==> config.mk <==
export PLATFORM = sky130hd
export DESIGN_NAME = decode_execute_latch_flat
export DESIGN_NICKNAME = d
export VERILOG_FILES = /design/src/rtl/decode_execute_latch_if.sv /design/src/rtl/decode_execute_latch.sv /design/src/flat_wrapper.sv
export SDC_FILE = /design/constraint.sdc
export NUM_CORES = 1
export LEC_CHECK = 0
export ABC_AREA = 1
export BUFFER_PORTS_ARGS = -buffer_cell sky130_fd_sc_hd__clkbuf_2
export CAP_MARGIN = 20
export CELL_PAD_IN_SITES_DETAIL_PLACEMENT = 0
export CELL_PAD_IN_SITES_GLOBAL_PLACEMENT = 2
export CORE_MARGIN = 8
export CORE_UTILIZATION = 26
export DETAILED_ROUTE_END_ITERATION = 10
export PLACE_DENSITY_LB_ADDON = 0.1
export SYNTH_ARGS = -nofsm -noshare
export SYNTH_HDL_FRONTEND = slang
export SYNTH_SLANG_ARGS = --single-unit
==> constraint.sdc <==
create_clock -name CLK -period 6.2 [get_ports CLK]
set_input_delay 1.24 -clock CLK [delete_from_list [all_inputs] [get_ports CLK]]
set_output_delay 1.24 -clock CLK [all_outputs]
set_load 0.03 [all_outputs]
==> src/rtl/decode_execute_latch_if.sv <==
`default_nettype none
// ============================================================================
// Module      : decode_execute_latch_if
// Description : Decode-to-execute bus. It carries the decode-stage operands and
//               control into the latch. It carries the latched execute-stage
//               fields and the decode stall back out.
// Revision    : 1.0 - initial release
// ============================================================================
interface decode_execute_latch_if #(
    parameter int WORD_W = 32,
    parameter int REG_AW = 5
);
    // decode side
    logic [WORD_W-1:0] rdat1_dec;
    logic [WORD_W-1:0] rdat2_dec;
    logic [1:0]        forwardA;
    logic [1:0]        forwardB;
    logic [WORD_W-1:0] ex_result;
    logic [WORD_W-1:0] mem_result;
    logic [REG_AW-1:0] Rs_dec;
    logic [REG_AW-1:0] Rt_dec;
    logic [REG_AW-1:0] Rd_dec;
    logic              uses_rt_dec;
    logic              valid_dec;
    logic              regWEN_dec;
    logic              memread_dec;
    logic              memwrite_dec;
    logic [WORD_W-1:0] imm_dec;
    logic [WORD_W-1:0] pc_dec;
    logic              ex_en;
    logic              flush;
    // execute side
    logic [WORD_W-1:0] opA_ex;
    logic [WORD_W-1:0] opB_ex;
    logic [WORD_W-1:0] imm_ex;
    logic [WORD_W-1:0] pc_ex;
    logic [REG_AW-1:0] Rd_ex;
    logic              regWEN_ex;
    logic              memread_ex;
    logic              memwrite_ex;
    logic              valid_ex;
    logic              stall_dec;

    modport master (
        output rdat1_dec, rdat2_dec, forwardA, forwardB, ex_result, mem_result,
               Rs_dec, Rt_dec, Rd_dec, uses_rt_dec, valid_dec, regWEN_dec,
               memread_dec, memwrite_dec, imm_dec, pc_dec, ex_en, flush,
        input  opA_ex, opB_ex, imm_ex, pc_ex, Rd_ex, regWEN_ex, memread_ex,
               memwrite_ex, valid_ex, stall_dec
    );

    modport slave (
        input  rdat1_dec, rdat2_dec, forwardA, forwardB, ex_result, mem_result,
               Rs_dec, Rt_dec, Rd_dec, uses_rt_dec, valid_dec, regWEN_dec,
               memread_dec, memwrite_dec, imm_dec, pc_dec, ex_en, flush,
        output opA_ex, opB_ex, imm_ex, pc_ex, Rd_ex, regWEN_ex, memread_ex,
               memwrite_ex, valid_ex, stall_dec
    );
endinterface
`default_nettype wire

==> src/rtl/decode_execute_latch.sv <==
`default_nettype none
// ============================================================================
// Module      : decode_execute_latch
// Description : Decode/execute pipeline register. It applies the operand
//               forwarding and detects load-use hazards (one bubble plus a
//               decode stall). It also counts the bubbles it inserts.
// Revision    : 1.0 - initial release
// ============================================================================
module decode_execute_latch #(
    parameter int WORD_W = 32,
    parameter int REG_AW = 5,
    parameter int CNT_W  = 16
) (
    input  logic                   CLK,
    input  logic                   RST,
    decode_execute_latch_if.slave  bus,
    output logic [CNT_W-1:0]       bubble_cnt
);
    logic [WORD_W-1:0] w_fwd_a;
    logic [WORD_W-1:0] w_fwd_b;
    logic              w_hazard;
    logic              w_valid_gate;

    logic [WORD_W-1:0] r_opa;
    logic [WORD_W-1:0] r_opb;
    logic [WORD_W-1:0] r_imm;
    logic [WORD_W-1:0] r_pc;
    logic [REG_AW-1:0] r_rd;
    logic              r_regwen;
    logic              r_memread;
    logic              r_memwrite;
    logic              r_valid;
    logic [CNT_W-1:0]  r_bubble_cnt;

    // Operand forwarding: 01 takes memory/writeback, 10 takes execute, else regfile
    always_comb begin
        w_fwd_a = bus.rdat1_dec;
        w_fwd_b = bus.rdat2_dec;
        case (bus.forwardA)
            2'b01:   w_fwd_a = bus.mem_result;
            2'b10:   w_fwd_a = bus.ex_result;
            default: w_fwd_a = bus.rdat1_dec;
        endcase
        case (bus.forwardB)
            2'b01:   w_fwd_b = bus.mem_result;
            2'b10:   w_fwd_b = bus.ex_result;
            default: w_fwd_b = bus.rdat2_dec;
        endcase
    end

    // Load in execute whose destination the decode instruction reads; r0 is never a hazard
    assign w_hazard = r_valid & r_memread & (r_rd != '0) & bus.valid_dec &
                      ((r_rd == bus.Rs_dec) | (bus.uses_rt_dec & (r_rd == bus.Rt_dec)));

    // Control flags of a non-instruction must never take effect downstream
    assign w_valid_gate = bus.valid_dec;

    // Pipeline register: flush beats stall, stall beats hazard bubble, else capture
    always_ff @(posedge CLK or posedge RST) begin
        if (RST) begin
            r_opa        <= '0;
            r_opb        <= '0;
            r_imm        <= '0;
            r_pc         <= '0;
            r_rd         <= '0;
            r_regwen     <= 1'b0;
            r_memread    <= 1'b0;
            r_memwrite   <= 1'b0;
            r_valid      <= 1'b0;
            r_bubble_cnt <= '0;
        end else if (bus.flush || (bus.ex_en && w_hazard)) begin
            r_opa      <= '0;
            r_opb      <= '0;
            r_imm      <= '0;
            r_pc       <= '0;
            r_rd       <= '0;
            r_regwen   <= 1'b0;
            r_memread  <= 1'b0;
            r_memwrite <= 1'b0;
            r_valid    <= 1'b0;
            // only a hazard bubble is counted, and the counter sticks at all-ones
            if (!bus.flush && (r_bubble_cnt != {CNT_W{1'b1}})) begin
                r_bubble_cnt <= r_bubble_cnt + CNT_W'(1);
            end
        end else if (bus.ex_en) begin
            r_opa      <= w_fwd_a;
            r_opb      <= w_fwd_b;
            r_imm      <= bus.imm_dec;
            r_pc       <= bus.pc_dec;
            r_rd       <= bus.Rd_dec;
            r_regwen   <= bus.regWEN_dec   & w_valid_gate;
            r_memread  <= bus.memread_dec  & w_valid_gate;
            r_memwrite <= bus.memwrite_dec & w_valid_gate;
            r_valid    <= bus.valid_dec;
        end
    end

    assign bus.opA_ex      = r_opa;
    assign bus.opB_ex      = r_opb;
    assign bus.imm_ex      = r_imm;
    assign bus.pc_ex       = r_pc;
    assign bus.Rd_ex       = r_rd;
    assign bus.regWEN_ex   = r_regwen;
    assign bus.memread_ex  = r_memread;
    assign bus.memwrite_ex = r_memwrite;
    assign bus.valid_ex    = r_valid;
    assign bus.stall_dec   = w_hazard | ~bus.ex_en;
    assign bubble_cnt      = r_bubble_cnt;

endmodule
`default_nettype wire

==> src/flat_wrapper.sv <==
// flat-port wrapper written by rule: the top's interface ports become plain ports
module decode_execute_latch_flat 
#(
    parameter int WORD_W = 32,
    parameter int REG_AW = 5,
    parameter int CNT_W  = 16
)
  (CLK, RST, bubble_cnt, bus_rdat1_dec, bus_rdat2_dec, bus_forwardA, bus_forwardB, bus_ex_result, bus_mem_result, bus_Rs_dec, bus_Rt_dec, bus_Rd_dec, bus_uses_rt_dec, bus_valid_dec, bus_regWEN_dec, bus_memread_dec, bus_memwrite_dec, bus_imm_dec, bus_pc_dec, bus_ex_en, bus_flush, bus_opA_ex, bus_opB_ex, bus_imm_ex, bus_pc_ex, bus_Rd_ex, bus_regWEN_ex, bus_memread_ex, bus_memwrite_ex, bus_valid_ex, bus_stall_dec);
  decode_execute_latch_if #(.WORD_W(WORD_W), .REG_AW(REG_AW)) bus_i ();
  input  logic CLK;
  input  logic RST;
  output logic [CNT_W-1:0] bubble_cnt;
  input wire logic [$bits(bus_i.rdat1_dec)-1:0] bus_rdat1_dec;
  input wire logic [$bits(bus_i.rdat2_dec)-1:0] bus_rdat2_dec;
  input wire logic [$bits(bus_i.forwardA)-1:0] bus_forwardA;
  input wire logic [$bits(bus_i.forwardB)-1:0] bus_forwardB;
  input wire logic [$bits(bus_i.ex_result)-1:0] bus_ex_result;
  input wire logic [$bits(bus_i.mem_result)-1:0] bus_mem_result;
  input wire logic [$bits(bus_i.Rs_dec)-1:0] bus_Rs_dec;
  input wire logic [$bits(bus_i.Rt_dec)-1:0] bus_Rt_dec;
  input wire logic [$bits(bus_i.Rd_dec)-1:0] bus_Rd_dec;
  input wire logic [$bits(bus_i.uses_rt_dec)-1:0] bus_uses_rt_dec;
  input wire logic [$bits(bus_i.valid_dec)-1:0] bus_valid_dec;
  input wire logic [$bits(bus_i.regWEN_dec)-1:0] bus_regWEN_dec;
  input wire logic [$bits(bus_i.memread_dec)-1:0] bus_memread_dec;
  input wire logic [$bits(bus_i.memwrite_dec)-1:0] bus_memwrite_dec;
  input wire logic [$bits(bus_i.imm_dec)-1:0] bus_imm_dec;
  input wire logic [$bits(bus_i.pc_dec)-1:0] bus_pc_dec;
  input wire logic [$bits(bus_i.ex_en)-1:0] bus_ex_en;
  input wire logic [$bits(bus_i.flush)-1:0] bus_flush;
  output wire logic [$bits(bus_i.opA_ex)-1:0] bus_opA_ex;
  output wire logic [$bits(bus_i.opB_ex)-1:0] bus_opB_ex;
  output wire logic [$bits(bus_i.imm_ex)-1:0] bus_imm_ex;
  output wire logic [$bits(bus_i.pc_ex)-1:0] bus_pc_ex;
  output wire logic [$bits(bus_i.Rd_ex)-1:0] bus_Rd_ex;
  output wire logic [$bits(bus_i.regWEN_ex)-1:0] bus_regWEN_ex;
  output wire logic [$bits(bus_i.memread_ex)-1:0] bus_memread_ex;
  output wire logic [$bits(bus_i.memwrite_ex)-1:0] bus_memwrite_ex;
  output wire logic [$bits(bus_i.valid_ex)-1:0] bus_valid_ex;
  output wire logic [$bits(bus_i.stall_dec)-1:0] bus_stall_dec;
  assign bus_i.rdat1_dec = bus_rdat1_dec;
  assign bus_i.rdat2_dec = bus_rdat2_dec;
  assign bus_i.forwardA = bus_forwardA;
  assign bus_i.forwardB = bus_forwardB;
  assign bus_i.ex_result = bus_ex_result;
  assign bus_i.mem_result = bus_mem_result;
  assign bus_i.Rs_dec = bus_Rs_dec;
  assign bus_i.Rt_dec = bus_Rt_dec;
  assign bus_i.Rd_dec = bus_Rd_dec;
  assign bus_i.uses_rt_dec = bus_uses_rt_dec;
  assign bus_i.valid_dec = bus_valid_dec;
  assign bus_i.regWEN_dec = bus_regWEN_dec;
  assign bus_i.memread_dec = bus_memread_dec;
  assign bus_i.memwrite_dec = bus_memwrite_dec;
  assign bus_i.imm_dec = bus_imm_dec;
  assign bus_i.pc_dec = bus_pc_dec;
  assign bus_i.ex_en = bus_ex_en;
  assign bus_i.flush = bus_flush;
  assign bus_opA_ex = bus_i.opA_ex;
  assign bus_opB_ex = bus_i.opB_ex;
  assign bus_imm_ex = bus_i.imm_ex;
  assign bus_pc_ex = bus_i.pc_ex;
  assign bus_Rd_ex = bus_i.Rd_ex;
  assign bus_regWEN_ex = bus_i.regWEN_ex;
  assign bus_memread_ex = bus_i.memread_ex;
  assign bus_memwrite_ex = bus_i.memwrite_ex;
  assign bus_valid_ex = bus_i.valid_ex;
  assign bus_stall_dec = bus_i.stall_dec;
  decode_execute_latch #(.WORD_W(WORD_W), .REG_AW(REG_AW), .CNT_W(CNT_W)) u_core (.CLK(CLK), .RST(RST), .bus(bus_i), .bubble_cnt(bubble_cnt));
endmodule
; ---- After elaboration in Yosys (flattened, before gate mapping)
; Cells that the tools add are included.
[word_totals]
ff_bits = 153
in_bits = 220
[op_classes]
n_mux = 20
eq_ne = 7
bitwise_logic = 11
addsub = 1
reduce_logical = 7
[op_table]
columns = cell, count
row1 = $mux W32, 8
row2 = $pmux W32 S2, 2
row3 = $add A16 B1 Y16 const B, 1
row4 = $ne A16 B16 Y1 const B, 1
row5 = $eq A5 B5 Y1, 2
row6 = $mux W5, 2
row7 = $and A1 B1 Y1, 8
row8 = $mux W1, 8
row9 = $reduce_bool A5 Y1, 1
row10 = $eq A2 B1 Y1 const B, 2
row11 = $eq A2 B2 Y1 const B, 2
row12 = $logic_and A1 B1 Y1, 2
row13 = $or A1 B1 Y1, 2
row14 = $reduce_and A2 Y1, 1
row15 = $reduce_bool A2 Y1, 1
row16 = $logic_not A1 Y1, 1
row17 = $logic_or A1 B1 Y1, 1
row18 = $not A1 Y1, 1

; ---- Longest topological paths before layout
; Gate-level depths: netlist (run 1).
[logic_depth]
word_depth = 7
ltp_mapped = 12
ltp_nobuf = 11

; ---- Worst setup path after synthesis (run 1)
; Ideal clock, no wire load.
[synth_timing]
kind = input port to output port
startpoint = input port bus_Rt_dec[0]
endpoint = output port bus_stall_dec
required_time_ns = 4.960
arrival_ns = 1.910
path_stages = 8
setup_slack_ns = 3.050
cell_sequence = inv_1 -> nand2_1 -> nand2_1 -> nor2_1 -> nand3_1 -> nand2_2 -> nand2_2 -> nand2_1
[synth_between]
elab_chain_len = 5
[synth_lines]
columns = element, line_no
row1 = from (decl), flat_wrapper.sv:20  ; input wire logic [$bits(bus_i.Rt_dec)-1:0] bus_Rt_dec;
row2 = $eq A5 B5 Y1, decode_execute_latch.sv:53  ; ((r_rd == bus.Rs_dec) | (bus.uses_rt_dec & (r_rd == bus.Rt_dec)));
row3 = $and A1 B1 Y1, decode_execute_latch.sv:53
row4 = $or A1 B1 Y1, decode_execute_latch.sv:53
row5 = $and A1 B1 Y1, decode_execute_latch.sv:52  ; assign w_hazard = r_valid & r_memread & (r_rd != '0) & bus.valid_dec &
row6 = $or A1 B1 Y1, decode_execute_latch.sv:107  ; assign bus.stall_dec = w_hazard | ~bus.ex_en;
row7 = to (decl), flat_wrapper.sv:40  ; output wire logic [$bits(bus_i.stall_dec)-1:0] bus_stall_dec;
; No other way between the ends.

; ---- Worst setup path after layout (run 1)
[layout_timing]
startpoint = input port bus_Rt_dec[4]
endpoint = output port bus_stall_dec
; Same word-level chain as after synthesis.

==> results of run 1 <==
[layout make-up]
| class | count | share of cell area (%) |
|---|---|---|
| clock inverters | 14 | 1.392 |
| repair buffers | 385 | 18.42 |
| inverters | 172 | 6.084 |
| flip-flops and latches | 153 | 35.80 |
| well taps | 396 | 4.633 |
| clock buffers | 18 | 4.107 |
| multi-input cells | 562 | 29.52 |
| diodes | 2 | 0.04680 |
[worst max-delay path, stage by stage]
cell and delay (ps):
clkbuf_2 90, inv_1 30, nand2_1 40, nand2_1 60, nor2_1 110, nand3_1 90
nand2_2 100, nand2_2 90, nand2_1 70, clkbuf_2 210
[power groups by stage]
stage	registers, mW	clock network [mW]	logic (mW)
2_1_floorplan	1.26	0	0.235
3_3_place_gp	1.13	0	0.600
3_5_place_dp	1.13	0	0.599
4_1_cts	1.11	1.10	0.600
5_1_grt	1.12	1.15	0.643
6_report	1.11	1.07	0.586
[stage by stage]
stage	util, %	power (mW)	setup slack [ps]	hold WS [ps]
floorplan	-	1.492	838.6	657.3
global route	35.33	2.915	2662	505.6
finish	35.33	2.764	2824	480.4
CTS	35.25	2.816	2812	483.9
detailed placement	33.30	1.731	2790	466.5
global placement	33.30	1.731	2810	465.1
[registers in the layout, summed over array words and instances (netlist names)]
signal,count
u_core.bus.pc_ex,32
u_core.bus.memread_ex,1
u_core.bus.memwrite_ex,1
u_core.bus.imm_ex,32
u_core.bus.valid_ex,1
u_core.bus.opA_ex,32
u_core.bus.opB_ex,32
u_core.bubble_cnt,16
u_core.bus.Rd_ex,5
u_core.bus.regWEN_ex,1
[logic make-up after synthesis]
| kind of cell | after synthesis | share of synthesized area, % |
|---|---|---|
| AND/OR/NAND/NOR | 286 | 14.67 |
| buffers and inverters | 224 | 11.80 |
| AO/OA/AOI/OAI | 198 | 15.23 |
| flip-flops | 153 | 48.41 |
| multiplexers | 64 | 8.100 |
| XOR/XNOR | 9 | 0.9967 |
| adder cells (fa/ha/maj) | 5 | 0.7910 |
[layer usage]
| metal | vias to the layer above | GRT usage [%] |
|---|---|---|
| met3 | 39 | 6.620 |
| met5 | - | 0 |
| li1 | 3711 | - |
| met1 | 3448 | 21.37 |
| met2 | 238 | 28.15 |
| met4 | 10 | 5.251 |
[cell usage in the layout, fill, tap and decap left out]
| cell | n |
|---|---|
| nor3_2 | 1 |
| clkinvlp_4 | 1 |
| clkinv_8 | 2 |
| o21ai_2 | 25 |
| nand3_2 | 1 |
| nand2_1 | 225 |
| xor2_1 | 7 |
| o21bai_1 | 1 |
| o22ai_2 | 5 |
| nand4_1 | 2 |
| inv_2 | 6 |
| clkbuf_2 | 373 |
| nand3_4 | 1 |
| ha_1 | 3 |
| inv_8 | 5 |
| clkbuf_16 | 17 |
| buf_4 | 11 |
| nor2_1 | 18 |
| o21ai_0 | 97 |
| ha_2 | 2 |
| xnor2_1 | 2 |
| clkbuf_8 | 1 |
| dfrtp_1 | 153 |
| nor3_1 | 2 |
| a21oi_1 | 6 |
| nand3_1 | 30 |
| inv_1 | 165 |
| mux2i_1 | 64 |
| nor2_4 | 1 |
| nand2_2 | 4 |
| nor2_2 | 1 |
| inv_6 | 7 |
| diode_2 | 2 |
| o22ai_1 | 64 |
| buf_12 | 1 |
[path summary, 6_finish.rpt]
path	to	slack, ps
max in group asynchronous	u_core.bus.opB_ex[1]	4190
hold reg to reg	u_core.bus.imm_ex[15]	480
setup / recovery	bus_stall_dec	2820
setup reg to reg	u_core.bus.pc_ex[11]	3710
hold / removal	u_core.bus.imm_ex[15]	480
min in group asynchronous	u_core.bus.pc_ex[10]	790
==> qor.yml, run 1 <==
route:
  drc: 0
  routed_wl_um: 31930
  drt_iter0_drc: 313
  wire_per_inst_um: 18.76
  top_layer: "met5"
  vias: 7446
  wl_met3_um: 2520
  wl_met2_um: 15020
  met1Wirelength_um: 13690
  vias_per_cell: 4.375
  final_antenna_net_count: 0
  first_pass_iters: 4
global_routing:
  grt_pass1_vias: 8024
  antenna_found_initial: 7
  grt_pass1_wl_um: 48550
  grt_max_degree: 65
  grt.overflow.total: 0
  grt_usage_pct: 17.46
pwr:
  p_leak_nw: 6.097
  powerDensity_nw_per_um2: 258.5
  vdd_ir_drop_max_uv: 165.1
  netSwitchingPower_uw: 956.0
  pwr-share-comb_pct: 21.2
  seq_power_share_pct: 40.3
  swShare_pct: 34.59
  clockPowerShare_pct: 38.5
  p_int_mw: 1.808
cts:
  htreeDepth: 4
  cts_buffer_depth: 2
  cts_tree: "yes"
  insertion_delay_ps: 440
  clock-root-buffer: "clkbuf_16"
  cts.clk_slew.worst_paths_ps: 70
  post-cts-setup-buffers: 0
  post_cts_resized: 0
  cts_buffers: 17
  hold_buffers: 0
  clock-sinks: 153
sta:
  fmax_mhz: 296.2
  setup_tns_ps: 0
  fin_skew_ps: 15.59
  relSlewSlack_pct: 39.45
  setup_violations: 0
  period_share_pct: 54.46
  rsz0062_at_grt: "false"
  tightest_slew_ps: 908.3
  maxSlewViolCount: 0
  hold_viol_final: 0
  min_period_ps: 3376
synthesis:
  yosys_warnings: 0
  yosysTopAreaCellShare_pct: 48.41
  yosys-top-cells-area: "dfrtp_1 (48%), nand2_1 (11%), mux2i_1 (8.1%)"
  ys_types: 30
  async_flop_share_pct: 100.0
  syn_area_um2: 7909
  synth.most_common_cell: "nand2_1"
  yosys-top-cells-count: "nand2_1 (225), inv_1 (166), dfrtp_1 (153)"
  synthesis.nets: 1164
  synth_cells: 939
  synth_seq_cells: 153
  synthFlopType: "dfrtp_1"
  synth_top_area_cell: "dfrtp_1"
  synth_edf_count: 0
  postSynthAreaPerCell_um2: 8.423
  synth-seq-area-share_pct: 48.41
worst_setup_path:
  worst-path-max-fanout: 3
  crit_path_start: "bus_Rt_dec[4]"
  worstSetupPathType: "in -> out"
  arrival_ps: 2140
  required_ps: 4960
  startpoint_type: "input port"
  r2r_cells: 10
  end_kind: "output port"
  r2r-start: "u_core.bus.Rd_ex[3]"
status:
  status: "completed"
placed_design:
  dp.cells: 1667
  port_buffers: 373
  gp_congestion: 0.7583
  dpl_cell_area_um2: 10080
  dp_hpwl_um: 23700
layout:
  layout.nets: 1516
  multiInputGateArea_um2: 3157
  fill_cells: 3282
  seq_area_um2: 3829
  syn_to_final_growth_pct: 35.22
  drive_above_1_share_pct: 35.66
  stdcell_count: 1702
  fin_area_um2: 10690
floorplanning:
  rows: 64
  coreArea_um2: 30270
  initial_core_util_pct: 26.13
  dieHeight_um: 190.4
  io_pins: 374
  dieArea_um2: 36260
  die_w_um: 190.4
min_path:
  hp-class: "reg -> reg"
  hold-path-cell-count: 2
  min_from: "u_core.bus.imm_ex[15]"
run:
  maxCapViolCount: 0
No activity file was read; power rests on OpenSTA's default activity.
==> run 2: changes to the inputs <==
--- a/config.mk
+++ b/config.mk
@@ -11,7 +11,7 @@
 export CELL_PAD_IN_SITES_DETAIL_PLACEMENT = 0
 export CELL_PAD_IN_SITES_GLOBAL_PLACEMENT = 2
 export CORE_MARGIN = 8
-export CORE_UTILIZATION = 26
+export CORE_UTILIZATION = 23
 export DETAILED_ROUTE_END_ITERATION = 10
 export PLACE_DENSITY_LB_ADDON = 0.1
 export SYNTH_ARGS = -nofsm -noshare
==> constraint.sdc (replaced) <==
create_clock -name CLK -period 2.9 [get_ports CLK]
set_input_delay 0.58 -clock CLK [delete_from_list [all_inputs] [get_ports CLK]]
set_output_delay 0.58 -clock CLK [all_outputs]
set_load 0.03 [all_outputs]
==> qor.yml, run 2 (synthesis gave the netlist of run 1 again) <==
cts:
  hold_buffers: 0  # unchanged
  post_cts_resized: 0  # unchanged
  clock-sinks: 153  # unchanged
  cts_buffer_depth: 2  # unchanged
  post-cts-setup-buffers: 0  # unchanged
  clock-root-buffer: "clkbuf_16"  # unchanged
  insertion_delay_ps: 440  # about the same
  cts_buffers: 17  # unchanged
  cts.clk_slew.worst_paths_ps: 70  # about the same
  cts_tree: "yes"  # unchanged
  htreeDepth: 4  # unchanged
placed_design:
  gp_congestion: 0.7534  # was 0.7583
  post-place-ws_ps: 706.2  # was 2790 ps
  dp_hpwl_um: 25140  # was 23700 um
  port_buffers: 373  # unchanged
min_path:
  hp-class: "in -> async"  # was reg -> reg
global_routing:
  grt_pass1_vias: 7964  # was 8024
  grt.overflow.total: 0  # unchanged
  grt_usage_pct: 16.22  # was 17.46%
  antenna_found_initial: 8  # was 7
  grt_max_degree: 107  # was 65
  grt_pass1_wl_um: 50560  # was 48550 um
route:
  first_pass_iters: 4  # unchanged
  vias_per_cell: 4.216  # was 4.375
  wire_per_inst_um: 18.67  # was 18.76 um
  drc: 0  # unchanged
  vias: 7466  # was 7446
  final_antenna_net_count: 0  # unchanged
  routed_wl_um: 33070  # was 31930 um
  drt_iter0_drc: 262  # was 313
pwr:
  p_leak_nw: 6.146  # was 6.097 nW
  powerDensity_nw_per_um2: 535.1  # was 258.5 nW/um^2
  total_power_mw: 5.832  # was 2.764 mW
  vdd_ir_drop_max_uv: 375.1  # was 165.1 uV
sta:
  rsz0062_at_grt: "false"  # unchanged
  hold_viol_final: 0  # unchanged
  min_period_ps: 2365
  fin_skew_ps: 14.84  # was 15.59 ps
  setup_violations: 0  # unchanged
  relSlewSlack_pct: 60.11  # was 39.45%
  fmax_mhz: 422.9
  fin_ws_ps: 535.4  # was 2824 ps
  tightest_slew_ps: 598.3  # was 908.3 ps
  maxSlewViolCount: 0  # unchanged
  whs_ps: 89.04  # was 480.4 ps
  period_share_pct: 81.54
  setup_tns_ps: 0  # unchanged
floorplanning:
  dieHeight_um: 201.4  # was 190.4 um
  coreArea_um2: 34200  # was 30270 um^2
  io_pins: 374  # unchanged
  initial_core_util_pct: 23.12  # was 26.13%
  die_w_um: 201.4  # was 190.4 um
  dieArea_um2: 40580  # was 36260 um^2
  rows: 68  # was 64
worst_setup_path:
  required_ps: 2320  # was 4960 ps
  worst-path-max-fanout: 4  # was 3
  startpoint_type: "flop"  # was input port
  arrival_ps: 1780  # was 2140 ps
  end_kind: "output port"  # unchanged
  worstSetupPathType: "reg -> out"  # was in -> out
layout:
  final_common_cell: "clkbuf_2"  # unchanged
  layout.nets: 1527  # was 1516
  fill_cells: 3800  # was 3282
  syn_to_final_growth_pct: 37.81  # was 35.22%
  layout_common_cells: "clkbuf_2 (373), nand2_1 (225), inv_1 (165)"  # unchanged
  fin_util_pct: 31.87  # was 35.33%
  drive_above_1_share_pct: 36.12  # was 35.66%
status:
  status: "completed"  # unchanged
run:
  maxCapViolCount: 0  # unchanged
run 2: cell count changes in the layout (fill, tap and decap cells not counted):
cell        change
buf_12          +7
inv_8           -4
clkinvlp_4      +5
buf_4           +4
diode_2         -1
clkinv_8        -2
clkbuf_1        +1
clkinv_4        +2
inv_6           -2
run 2: where the power goes:
group	internal, mW	total [mW]	leakage, nW	switching [mW]
combinational	0.438	1.28	3.84	0.842
sequential	2.27	2.38	2.05	0.110
clock	1.14	2.17	0.256	1.03
total	3.85	5.83	6.15	1.98
run 2: worst paths after layout:
path | startpoint | endpoint | slack (ps) | cells after the start
max | u_core.bus.Rd_ex[4] | bus_stall_dec | 540 | 9
min | RST | u_core.bus.imm_ex[19] | 90 | 2
max reg2reg | u_core.bubble_cnt[0] | u_core.bubble_cnt[15] | 960 | 11
min reg2reg | u_core.bus.regWEN_ex | u_core.bus.regWEN_ex | 480 | 2
max in group asynchronous | RST | u_core.bus.regWEN_ex | 1940 | 4
min in group CLK | bus_pc_dec[2] | u_core.bus.pc_ex[2] | 360 | 3
run 2: area by class of cell:
type                            count  area [um^2]  share of cell area, %
Sequential cell                   153         3829                  35.13
Multi-Input combinational cell    562         3157                  28.96
Timing Repair Buffer              396         2140                  19.63
Inverter                          172        649.4                  5.958
Tap cell                          455        569.3                  5.223
Clock buffer                       19        442.9                  4.064
Clock inverter                     13        110.1                  1.010
Antenna cell                        1        2.502                0.02296
run 2: routing by layer:
layer | track usage [%] | share of wire [%]
met1 | 19.13 | 42
met3 | 7.237 | 8.7
met5 | 0 | 0.24
met4 | 4.670 | 1.7
met2 | 26.33 | 47
run 2: per-stage QoR:
stage | cells | area [um^2]
after detailed placement | 1738 | 10340
after CTS | 1770 | 10900
after floorplan | 939 | 7913
after global placement | 1738 | 10340
after global routing | 1770 | 10900
final | 1771 | 10900
run 2: critical path, cell delays in order, from the launching register on:
cell and delay (ps):
dfrtp_1 410, inv_2 80, nand2_1 60, nand2_1 50, nor2_1 160, nand3_1 110, nand2_2 110, nand2_2 90
nand2_1 70, clkbuf_2 230
